### config.mk
export PLATFORM = sky130hd
export DESIGN_NAME = lsu_multicycle
export DESIGN_NICKNAME = d
export VERILOG_FILES = /design/src/rtl/lsu_pkg.sv /design/src/rtl/lsu_align.sv /design/src/rtl/lsu_multicycle.sv
export SDC_FILE = /design/constraint.sdc
export NUM_CORES = 1
export LEC_CHECK = 0
export BUFFER_PORTS_ARGS = -buffer_cell sky130_fd_sc_hd__buf_2
export CELL_PAD_IN_SITES_DETAIL_PLACEMENT = 0
export CELL_PAD_IN_SITES_GLOBAL_PLACEMENT = 1
export CORE_ASPECT_RATIO = 0.75
export CORE_MARGIN = 4
export CORE_UTILIZATION = 38
export CTS_CLUSTER_SIZE = 8
export DETAILED_ROUTE_END_ITERATION = 10
export PLACE_DENSITY = 0.76
export REMOVE_ABC_BUFFERS = 1
export SLEW_MARGIN = 20
export SYNTH_ARGS = -nofsm -noshare
export SYNTH_HDL_FRONTEND = slang
export SYNTH_SLANG_ARGS = --single-unit
### constraint.sdc
create_clock -name clk -period 5.88 [get_ports clk]
set_clock_uncertainty 0.1 [all_clocks]
set_input_delay 1.176 -clock clk [delete_from_list [all_inputs] [get_ports clk]]
set_output_delay 1.176 -clock clk [all_outputs]
set_load 0.02 [all_outputs]
### src/rtl/lsu_pkg.sv
// lsu_pkg: shared definitions for the multi-cycle load/store unit.
//   - RISC-V funct3 width/sign codes for loads and stores
//   - FSM state encoding
//   - size_bytes(): access size in bytes for a funct3 code
package lsu_pkg;

    localparam logic [2:0] F3_B  = 3'b000;
    localparam logic [2:0] F3_H  = 3'b001;
    localparam logic [2:0] F3_W  = 3'b010;
    localparam logic [2:0] F3_D  = 3'b011;
    localparam logic [2:0] F3_BU = 3'b100;
    localparam logic [2:0] F3_HU = 3'b101;
    localparam logic [2:0] F3_WU = 3'b110;

    typedef enum logic [1:0] {
        IDLE   = 2'd0,
        ACCESS = 2'd1,
        RESP   = 2'd2
    } lsu_state_t;

    // Access size in bytes. The illegal code 111 falls through to 8; it is
    // rejected separately, so the value returned for it is never used.
    function automatic logic [3:0] size_bytes(input logic [2:0] funct3);
        case (funct3)
            F3_B, F3_BU: size_bytes = 4'd1;
            F3_H, F3_HU: size_bytes = 4'd2;
            F3_W, F3_WU: size_bytes = 4'd4;
            default:     size_bytes = 4'd8;
        endcase
    endfunction

endpackage

### src/rtl/lsu_align.sv
// lsu_align: purely combinational byte-lane alignment for the LSU.
//   funct3    in   access width/sign code
//   off       in   byte offset of the access within the memory word
//   wdata     in   right-justified store data
//   rdata     in   aligned memory read word
//   mask      out  byte-lane enables for the memory port
//   wdata_sh  out  store data shifted onto its byte lanes
//   misalign  out  access is misaligned or funct3 is illegal for this XLEN
//   load_data out  selected load bytes, sign- or zero-extended to XLEN
module lsu_align
    import lsu_pkg::*;
#(
    parameter int XLEN = 32,
    localparam int NB   = XLEN / 8,
    localparam int OFFW = $clog2(NB)
) (
    input  logic [2:0]      funct3,
    input  logic [OFFW-1:0] off,
    input  logic [XLEN-1:0] wdata,
    input  logic [XLEN-1:0] rdata,
    output logic [NB-1:0]   mask,
    output logic [XLEN-1:0] wdata_sh,
    output logic            misalign,
    output logic [XLEN-1:0] load_data
);

    logic [3:0]             sz;
    logic [OFFW-1:0]        align_m;
    logic                   illegal;
    logic [NB-1:0]          base_mask;
    logic [XLEN-1:0]        wsel;
    logic [XLEN-1:0]        rsh;
    logic signed [7:0]      b_s;
    logic signed [15:0]     h_s;
    logic signed [31:0]     w_s;
    logic                   sext;

    always_comb begin
        sz      = size_bytes(funct3);
        // Low offset bits that must be zero for a naturally aligned access.
        align_m = OFFW'(sz - 4'd1);
        illegal = (funct3 == 3'b111) ||
                  ((XLEN == 32) && ((funct3 == F3_D) || (funct3 == F3_WU)));
        misalign = illegal || ((off & align_m) != '0);
    end

    always_comb begin
        case (funct3[1:0])
            2'b00:   base_mask = NB'(1);
            2'b01:   base_mask = NB'(3);
            2'b10:   base_mask = NB'(15);
            default: base_mask = '1;
        endcase
        mask = base_mask << off;
    end

    always_comb begin
        case (funct3[1:0])
            2'b00:   wsel = XLEN'(wdata[7:0]);
            2'b01:   wsel = XLEN'(wdata[15:0]);
            2'b10:   wsel = XLEN'(wdata[31:0]);
            default: wsel = wdata;
        endcase
        wdata_sh = wsel << {off, 3'b000};
    end

    always_comb begin
        rsh  = rdata >> {off, 3'b000};
        b_s  = rsh[7:0];
        h_s  = rsh[15:0];
        w_s  = rsh[31:0];
        // funct3[2] marks the unsigned (zero-extending) variants.
        sext = ~funct3[2];
        case (funct3[1:0])
            2'b00:   load_data = sext ? XLEN'(b_s) : XLEN'(rsh[7:0]);
            2'b01:   load_data = sext ? XLEN'(h_s) : XLEN'(rsh[15:0]);
            2'b10:   load_data = sext ? XLEN'(w_s) : XLEN'(rsh[31:0]);
            default: load_data = rsh;
        endcase
    end

endmodule

### src/rtl/lsu_multicycle.sv
// lsu_multicycle: multi-cycle load/store unit with bus-timeout watchdog.
//   clk, reset            clock, synchronous active-high reset
//   req_*                 core request (valid/ready handshake), one at a time
//   mem_*                 word-addressed memory port; mem_req held until mem_ack
//   resp_*                one-cycle response: data, rd, misalign and bus error
// Parameters: XLEN (32 or 64), TIMEOUT (1..255 cycles waiting for mem_ack).
module lsu_multicycle
    import lsu_pkg::*;
#(
    parameter int XLEN    = 32,
    parameter int TIMEOUT = 16
) (
    input  logic              clk,
    input  logic              reset,
    input  logic              req_valid,
    output logic              req_ready,
    input  logic              req_we,
    input  logic [2:0]        req_funct3,
    input  logic [XLEN-1:0]   req_addr,
    input  logic [XLEN-1:0]   req_wdata,
    input  logic [4:0]        req_rd,
    output logic              mem_req,
    output logic              mem_we,
    output logic [XLEN-1:0]   mem_addr,
    output logic [XLEN-1:0]   mem_wdata,
    output logic [XLEN/8-1:0] mem_mask,
    input  logic              mem_ack,
    input  logic [XLEN-1:0]   mem_rdata,
    output logic              resp_valid,
    output logic [XLEN-1:0]   resp_data,
    output logic [4:0]        resp_rd,
    output logic              resp_misalign,
    output logic              resp_buserr
);

    localparam int NB   = XLEN / 8;
    localparam int OFFW = $clog2(NB);

    lsu_state_t      state_q, state_d;
    logic [7:0]      cnt_q, cnt_d;
    logic            we_q, we_d;
    logic [2:0]      f3_q, f3_d;
    logic [XLEN-1:0] addr_q, addr_d;
    logic [XLEN-1:0] wdata_q, wdata_d;
    logic [4:0]      rd_q, rd_d;
    logic [XLEN-1:0] rdata_out_q, rdata_out_d;
    logic [4:0]      rrd_q, rrd_d;
    logic            rmis_q, rmis_d;
    logic            rerr_q, rerr_d;

    logic [2:0]      a_f3;
    logic [OFFW-1:0] a_off;
    logic [NB-1:0]   a_mask;
    logic [XLEN-1:0] a_wdata_sh;
    logic            a_misalign;
    logic [XLEN-1:0] a_load_data;

    // In IDLE the aligner looks at the incoming request to classify it;
    // afterwards it works from the latched request so the memory port is
    // stable for the whole access.
    assign a_f3  = (state_q == IDLE) ? req_funct3 : f3_q;
    assign a_off = (state_q == IDLE) ? req_addr[OFFW-1:0] : addr_q[OFFW-1:0];

    lsu_align #(.XLEN(XLEN)) u_align (
        .funct3    (a_f3),
        .off       (a_off),
        .wdata     (wdata_q),
        .rdata     (mem_rdata),
        .mask      (a_mask),
        .wdata_sh  (a_wdata_sh),
        .misalign  (a_misalign),
        .load_data (a_load_data)
    );

    // State register. Only control state is reset; the datapath registers
    // are always written before they are observed.
    always_ff @(posedge clk) begin
        if (reset) begin
            state_q <= IDLE;
            cnt_q   <= '0;
        end else begin
            state_q <= state_d;
            cnt_q   <= cnt_d;
        end
        we_q        <= we_d;
        f3_q        <= f3_d;
        addr_q      <= addr_d;
        wdata_q     <= wdata_d;
        rd_q        <= rd_d;
        rdata_out_q <= rdata_out_d;
        rrd_q       <= rrd_d;
        rmis_q      <= rmis_d;
        rerr_q      <= rerr_d;
    end

    // Next-state and datapath-next logic.
    always_comb begin
        state_d     = state_q;
        cnt_d       = cnt_q;
        we_d        = we_q;
        f3_d        = f3_q;
        addr_d      = addr_q;
        wdata_d     = wdata_q;
        rd_d        = rd_q;
        rdata_out_d = rdata_out_q;
        rrd_d       = rrd_q;
        rmis_d      = rmis_q;
        rerr_d      = rerr_q;
        case (state_q)
            IDLE: begin
                if (req_valid) begin
                    we_d    = req_we;
                    f3_d    = req_funct3;
                    addr_d  = req_addr;
                    wdata_d = req_wdata;
                    rd_d    = req_rd;
                    cnt_d   = '0;
                    rerr_d  = 1'b0;
                    if (a_misalign) begin
                        state_d     = RESP;
                        rmis_d      = 1'b1;
                        rdata_out_d = '0;
                        rrd_d       = req_we ? 5'd0 : req_rd;
                    end else begin
                        state_d = ACCESS;
                        rmis_d  = 1'b0;
                    end
                end
            end
            ACCESS: begin
                // An ack in the final timeout cycle takes priority over the error.
                if (mem_ack) begin
                    state_d     = RESP;
                    rdata_out_d = we_q ? '0 : a_load_data;
                    rrd_d       = we_q ? 5'd0 : rd_q;
                end else if (cnt_q == 8'(TIMEOUT - 1)) begin
                    state_d     = RESP;
                    rerr_d      = 1'b1;
                    rdata_out_d = '0;
                    rrd_d       = we_q ? 5'd0 : rd_q;
                end else begin
                    cnt_d = cnt_q + 8'd1;
                end
            end
            RESP: begin
                state_d = IDLE;
            end
            default: begin
                state_d = IDLE;
            end
        endcase
    end

    // Outputs, decoded from the registered state so they are glitch-free
    // and all-zero outside the states that own them.
    always_comb begin
        req_ready     = (state_q == IDLE);
        mem_req       = 1'b0;
        mem_we        = 1'b0;
        mem_addr      = '0;
        mem_wdata     = '0;
        mem_mask      = '0;
        resp_valid    = 1'b0;
        resp_data     = '0;
        resp_rd       = '0;
        resp_misalign = 1'b0;
        resp_buserr   = 1'b0;
        if (state_q == ACCESS) begin
            mem_req   = 1'b1;
            mem_we    = we_q;
            mem_addr  = addr_q & ~XLEN'(NB - 1);
            mem_wdata = a_wdata_sh;
            mem_mask  = a_mask;
        end
        if (state_q == RESP) begin
            resp_valid    = 1'b1;
            resp_data     = rdata_out_q;
            resp_rd       = rrd_q;
            resp_misalign = rmis_q;
            resp_buserr   = rerr_q;
        end
    end

endmodule

==> metrics.md, run 1 <==
| Metric | Value |
|---|---|
| Netlist cell types | 58 |
| Hold Fails Final Rpt | 0 |
| Die width | 154 µm |
| Synth Area in XOR/XNOR | 0.00868 |
| Final min period | 4.56 ns |
| Critical Path AT | 3.29 ns |
| Compound-Gate Fraction of Synth Area | 0.116 |
| Max-slew violations | 0 |
| TritonCTS clock tree | yes |
| Post-synthesis simple-gate area fraction | 0.203 |
| # diodes | 0 |
| Sequential share of the synthesized area | 0.588 |
| Core box area | 15400 µm² |
| Tcrit/Tclk final | 0.776 |
| RSZ-0062 raised after global routing | no |
| Layout cells sized above 1 | 0.386 |
| Delay-heaviest family, CP | buffers and inverters |
| DRT iter0 DRCs | 368 |
| H-tree depth | 4 |
| I/O pin cnt | 220 |
| Post-synth EDFFs | 112 |
| Worst hold slack | 0.423 ns |
| Syn Std Cell Area | 6060 µm² |
| Rows | 39 |
| Maximum vdd drop | 0.000243 V |
| Final setup viols | 0 |
| Critical path class | register to output pin |
| Syn avg cell area | 11.8 µm² |
| Setup repair bufs after CTS | 0 |
| Highest attainable clock frequency | 219 MHz |
| Final net count | 828 |
| Vias | 4799 |
| Post-CTS Hold Buffers | 0 |
| Main combinational cell family by area after synthesis | simple AND/OR/NAND/NOR gates |
| Critical Path End Type | output pin |
| DR pass1 iterations | 5 |
| Area of the multi-input gates | 2280 µm² |
| Crit path max fanout | 36 |
| Buffers on Ports | 217 |
| Remaining antenna violation count | 0 |
| Root buf cell | clkbuf_16 |
| Clock Latency Late Sink | 0.41 ns |
| CP bufs+invs | 2 |
| Final Non-Filler Cells | 936 |
| Via density | 5.13 |
| Synth Warn # | 0 |
| Area Overhead vs Synth | 29.6% |
| CP Launch Type | register |
| Die Height | 117 µm |
| WL final | 17000 µm |
| Wire length per cell | 18.2 µm |
| Filler instances | 1393 |
| Critical path required time | 4.60 ns |
| Asr flop ratio synth | 0 |
| CP max-delay cell | inv_1 |
| Status | complete, no violations |
| Worst-Margin Slew | 1.05 ns |
| FF+latch area | 3560 µm² |
| Count of state elements after synthesis | 122 |
| Hpwl dp | 12200 µm |
| Largest stage delay, worst path | 0.79 ns |
| Power density cells | 341 nW/µm² |
| Maximum buffer depth of the clock tree | 2 |
| Primary FF master, synth | edfxtp_1 |
| Cts bufs inserted | 17 |
| Max cap viols | 0 |
| Post-synthesis mux area share | 0.0423 |
| DRC Markers | 0 |
| Fin Setup TNS | 0 ns |
| CTS clk-pin slew, worst paths | 0.06 ns |
| Vias in the first global route | 4979 |
| Leak | 3.56 nW |
| Dpl cells | 904 |
| Initial antenna violation count | 0 |
| GR Overflow Total | 0 |
| Die Area | 18000 µm² |
| CTS Sinks | 122 |
| Hold Path Class | register to register |
| Post-Syn Instances | 514 |
| First-pass GRT wire length | 26900 µm |
| Largest net degree at the start of global routing | 84 |
| Worst-path cell chain | nand2b_1 -> inv_1 -> nand2_1 -> o22ai_1 -> buf_2 |
| Post-CTS Resized | 0 |
| Adder-cell share of the synthesized area | 0.00207 |
| GRT Total Usage | 0.187 |
| Initial Util | 0.393 |
| Max-slew headroom | 0.298 |
| Final Wtd Congestion | 0.925 |
==> flip-flops by register name, summed over array words and instances, names as in the netlist <==
| register | count |
|---|---|
| addr_q | 32 |
| cnt_q | 8 |
| f3_q | 3 |
| rd_q | 5 |
| rdata_out_q | 32 |
| rerr_q | 1 |
| rmis_q | 1 |
| rrd_q | 5 |
| state_q | 2 |
| wdata_q | 32 |
| we_q | 1 |
==> cell usage in the layout, fill, tap and decap left out, types with 3 or more instances in the layout <==
cell type / count
nand3_1: 5
nand3_2: 9
bufinv_16: 4
a211oi_1: 9
and3_1: 19
nand2_1: 50
inv_1: 3
edfxtp_1: 112
dfxtp_1: 10
mux2i_1: 22
o211ai_2: 3
buf_2: 217
xor2_1: 6
a22oi_1: 17
a211o_1: 5
nand2b_1: 8
and2_1: 72
buf_4: 3
o22ai_1: 9
o21ai_0: 22
nor2_1: 32
nor3_1: 3
a21oi_1: 9
nand3b_1: 6
clkbuf_16: 17
clkinvlp_4: 3
clkinv_4: 5
o211ai_1: 5
==> Yosys cell counts (all sizes together), types with 12 or more instances <==
library cell	n	area [µm²]
a22oi	17	128
o21ai	25	129
edfxtp	112	3360
nor2	33	131
buf	24	170
mux2i	23	234
and2	74	463
and3	19	119
nand3	14	115
clkbuf	12	45.0
nand2	52	200
==> per-stage QoR <==
stage	setup slack [ns]	area, µm²	utilization	total power, mW
detailed placement	1.39	7220	0.468	1.60
finish	1.32	7850	0.509	2.68
floorplan	0.323	5850	-	1.42
global route	0.961	7850	0.509	2.79
global placement	1.49	7220	0.468	1.59
CTS	1.22	7850	0.509	2.70
==> layer usage <==
| layer | share of wire | wire, µm | global-route usage | up-vias |
|---|---|---|---|---|
| li1 | - | - | - | 2286 |
| met1 | 0.43 | 7260 | 0.249 | 2244 |
| met2 | 0.45 | 7720 | 0.291 | 246 |
| met3 | 0.10 | 1700 | 0.0648 | 23 |
| met4 | 0.021 | 356 | 0.0568 | 0 |
| met5 | 0 | 0 | 0 | - |
==> power by group <==
part	total [mW]	internal [mW]	leakage [nW]	switching (mW)
clock network	1.10	0.711	0.296	0.388
registers	1.10	1.07	1.16	0.0352
logic	0.477	0.158	2.10	0.319
==> worst min-delay path, stage by stage, from the launching register on <==
cell and delay (ns):
dfxtp_1 0.34, xor2_1 0.08, nor2_1 0.07
==> layout make-up <==
| type | instances | share of cell area |
|---|---|---|
| clock inverters | 14 | 0.0250 |
| multi-input cells | 353 | 0.290 |
| clock buffers | 18 | 0.0547 |
| flip-flops and latches | 122 | 0.454 |
| inverters | 4 | 0.00255 |
| well taps | 205 | 0.0327 |
| repair buffers | 220 | 0.141 |
==> final timing paths <==
| kind | startpoint | to | slack, ns | cells after the start |
|---|---|---|---|---|
| worst max-delay path | state_q[0]$_SDFFE_PP0P_ | mem_wdata[30] | 1.32 | 5 |
| worst min-delay path | cnt_q[7]$_SDFFE_PP0P_ | cnt_q[7]$_SDFFE_PP0P_ | 0.42 | 2 |
| worst max register to register | state_q[1]$_SDFFE_PP0P_ | rdata_out_q[18]$_SDFFCE_PP0P_ | 2.28 | 6 |
| worst min register to register | cnt_q[7]$_SDFFE_PP0P_ | cnt_q[7]$_SDFFE_PP0P_ | 0.42 | 2 |
==> logic make-up after synthesis <==
family / after synthesis
multiplexers: 25
adder cells (fa/ha/maj): 1
other: 1
AO/OA/AOI/OAI: 97
AND/OR/NAND/NOR: 222
XOR/XNOR: 6
flip-flops: 122
buffers and inverters: 40
Note: power is estimated with default switching activity, not from simulation.
==> run 2: changes to the inputs <==
--- a/config.mk
+++ b/config.mk
@@ -10,10 +10,10 @@
 export CELL_PAD_IN_SITES_GLOBAL_PLACEMENT = 1
 export CORE_ASPECT_RATIO = 0.75
 export CORE_MARGIN = 4
-export CORE_UTILIZATION = 38
+export CORE_UTILIZATION = 35
 export CTS_CLUSTER_SIZE = 8
 export DETAILED_ROUTE_END_ITERATION = 10
-export PLACE_DENSITY = 0.76
+export PLACE_DENSITY = 0.73
 export REMOVE_ABC_BUFFERS = 1
 export SLEW_MARGIN = 20
 export SYNTH_ARGS = -nofsm -noshare
==> constraint.sdc (replaced) <==
create_clock -name clk -period 4 [get_ports clk]
set_clock_uncertainty 0.1 [all_clocks]
set_input_delay 0.8 -clock clk [delete_from_list [all_inputs] [get_ports clk]]
set_output_delay 0.8 -clock clk [all_outputs]
set_load 0.02 [all_outputs]
==> run 2 against run 1 <==
Against the previous run: critical path depth increased by 1; combinational power increased by 50%; clock-buffer cell count increased by 3; global-route usage decreased by 1.1 points; sequential share of layout area decreased by 0.43 points; non-clock buffer count increased by 9; wire length increased by 1.4%; highest routed layer unchanged; clock power increased by 45%; critical endpoint is now mem_wdata[20]; cell count increased by 2.1%; first-iteration DRC count increased by 41%.
==> metrics.md, run 2 (synthesis gave the netlist of run 1 again) <==
| Metric | Value |
|---|---|
| Status | complete, no violations |
| Leak | 3.60 nW (+1.2%) |
| Final setup viols | 0 (unchanged) |
| Switching share of power | 0.272 (-0.00496) |
| CTS Sinks | 122 (unchanged) |
| Largest net degree at the start of global routing | 69 (-18%) |
| Layout cells sized above 1 | 0.388 (+0.00206) |
| Die width | 160 µm (+4.0%) |
| Clock Latency Late Sink | 0.41 ns (about the same) |
| Hold Fails Final Rpt | 0 (unchanged) |
| DRT iter0 DRCs | 518 (+41%) |
| Wire length per cell | 18.1 µm (-0.72%) |
| Worst-Margin Slew | 0.868 ns (-0.184 ns) |
| Post-Place Setup Slack | 0.692 ns (-0.699 ns) |
| CP max-delay cell | dfxtp_1 |
| Clk network pwr share | 0.404 (-0.006) |
| Final WS setup | 0.339 ns (-0.976 ns) |
| Final net count | 837 (+1.1%) |
| Vias | 4875 (+1.6%) |
| Initial Util | 0.359 (-0.0339) |
| Max-slew violations | 0 (unchanged) |
| Via density | 5.10 (-0.54%) |
| RSZ-0062 raised after global routing | no |
| Gate power share | 0.183 (+0.005) |
| Crit path max fanout | 12 (-67%) |
| GR Overflow Total | 0 (unchanged) |
| Initial antenna violation count | 1 (+1) |
| Highest attainable clock frequency | 273 MHz |
| Final min period | 3.66 ns |
| Critical path class | register to output pin |
| First-pass GRT wire length | 26500 µm (-1.5%) |
| Cell Int Power | 2.86 mW (+47%) |
| Dpl cells | 923 (+2.1%) |
| Remaining antenna violation count | 0 (unchanged) |
| I/O pin cnt | 220 (unchanged) |
| Setup repair bufs after CTS | 0 (unchanged) |
| Critical Path AT | 2.76 ns (-0.53 ns) |
| Maximum vdd drop | 0.000222 V (-8.5%) |
| Biggest regs | addr_q x32, rdata_out_q x32, wdata_q x32 |
| Vias in the first global route | 4792 (-3.8%) |
| Buffers on Ports | 217 (unchanged) |
| CP Launch Type | register |
| Power density cells | 495 nW/µm² (+45%) |
| TritonCTS clock tree | yes |
| CTS clk-pin slew, worst paths | 0.05 ns (about the same) |
| Final Wtd Congestion | 0.942 (+1.8%) |
| H-tree depth | 4 (unchanged) |
| DRC Markers | 0 (unchanged) |
| Die Height | 122 µm (+3.9%) |
| Root buf cell | clkbuf_16 |
| Area Overhead vs Synth | 30.9% |
| Die Area | 19500 µm² (+8.0%) |
| Max cap viols | 0 (unchanged) |
| Critical Path End Type | output pin |
| Switching Power | 1.07 mW (+44%) |
| GRT Total Usage | 0.176 (-0.0109) |
| Critical path required time | 3.10 ns (-1.50 ns) |
| Leading cell type in the layout, fill and taps excluded | buf_2 |
| Final Non-Filler Cells | 956 (+2.1%) |
| Delay-heaviest family, CP | simple AND/OR/NAND/NOR gates |
| Most frequent cells in the layout | buf_2 (217), edfxtp_1 (112), and2_1 (73) |
| DR pass1 iterations | 6 (+1) |
| Post-CTS Resized | 0 (unchanged) |
| Core box area | 16900 µm² (+9.5%) |
| WL final | 17300 µm (+1.4%) |
| Rows | 41 (+5.1%) |
| Cts bufs inserted | 17 (unchanged) |
| CP bufs+invs | 1 (-1) |
| Max-slew headroom | 0.421 (+0.123) |
| Maximum buffer depth of the clock tree | 2 (unchanged) |
| Post-CTS Hold Buffers | 0 (unchanged) |
| Finished Core Util | 0.470 (-0.0395) |
| Worst-path cell chain | or2_1 -> mux2i_2 -> and3_1 -> nand2_1 -> o21ai_0 -> buf_2 |
| Hold Path Class | register to register |
| Tcrit/Tclk final | 0.915 |
| Hpwl dp | 12800 µm (+5.2%) |
| Largest stage delay, worst path | 0.57 ns (-0.22 ns) |
| Seq pwr share | 0.413 (about the same) |
[run 2: cell count changes in the layout (fill, tap and decap cells not counted), sizes merged]
| cell | before | now |
|---|---|---|
| inv | 4 | 3 |
| clkbuf | 18 | 21 |
| buf | 220 | 229 |
| clkinvlp | 3 | 2 |
| clkinv | 7 | 6 |
| diode | 0 | 1 |
[run 2: per-stage QoR]
step	hold slack (ns)	area (µm²)	total power, mW	setup TNS, ns
2_1_floorplan	0.381	5850	2.08	-43.70
5_1_grt	0.424	7930	4.11	0
4_1_cts	0.423	7930	3.96	0
6_report	0.421	7930	3.92	0
3_3_place_gp	0.397	7310	2.35	0
3_5_place_dp	0.407	7310	2.36	0
[run 2: final timing paths]
| kind | from | endpoint | slack [ns] | cells past startpoint |
|---|---|---|---|---|
| max reg2reg | state_q[1]$_SDFFE_PP0P_ | rdata_out_q[5]$_SDFFCE_PP0P_ | 1.11 | 6 |
| min reg2reg | cnt_q[7]$_SDFFE_PP0P_ | cnt_q[7]$_SDFFE_PP0P_ | 0.42 | 2 |
| min | cnt_q[7]$_SDFFE_PP0P_ | cnt_q[7]$_SDFFE_PP0P_ | 0.42 | 2 |
| max | state_q[1]$_SDFFE_PP0P_ | mem_wdata[20] | 0.34 | 6 |
[run 2: power groups by stage]
stage                     Clock (mW)  Sequential [mW]  Combinational (mW)
after detailed placement           0             1.64               0.720
after global routing            1.70             1.63               0.783
after floorplan                    0             1.63               0.447
after CTS                       1.62             1.62               0.721
final                           1.59             1.62               0.716
after global placement             0             1.64               0.713
[run 2: final cells by class]
class | instances | area, µm²
fillers | 1537 | 8950
flip-flops and latches | 122 | 3560
multi-input cells | 353 | 2270
repair buffers | 229 | 1190
clock buffers | 21 | 440
well taps | 215 | 269
clock inverters | 11 | 171
inverters | 4 | 20.0
diodes | 1 | 2.50
[run 2: worst reg2reg max path, delay by kind of cell (launching register included)]
family	cells	cell delay (ns)
muxes	1	0.45
and+or+nand+nor	2	0.58
AOI/OAI and AO/OA	2	0.35
DFF	1	0.57
buffers and inverters	1	0.44
[run 2: per-layer routing]
layer | vias up | track usage | routed length (µm)
met3 | 26 | 0.0565 | 1170
met5 | - | 0 | 0
met2 | 227 | 0.278 | 8250
met1 | 2319 | 0.230 | 7500
met4 | 0 | 0.0666 | 359
li1 | 2303 | - | -
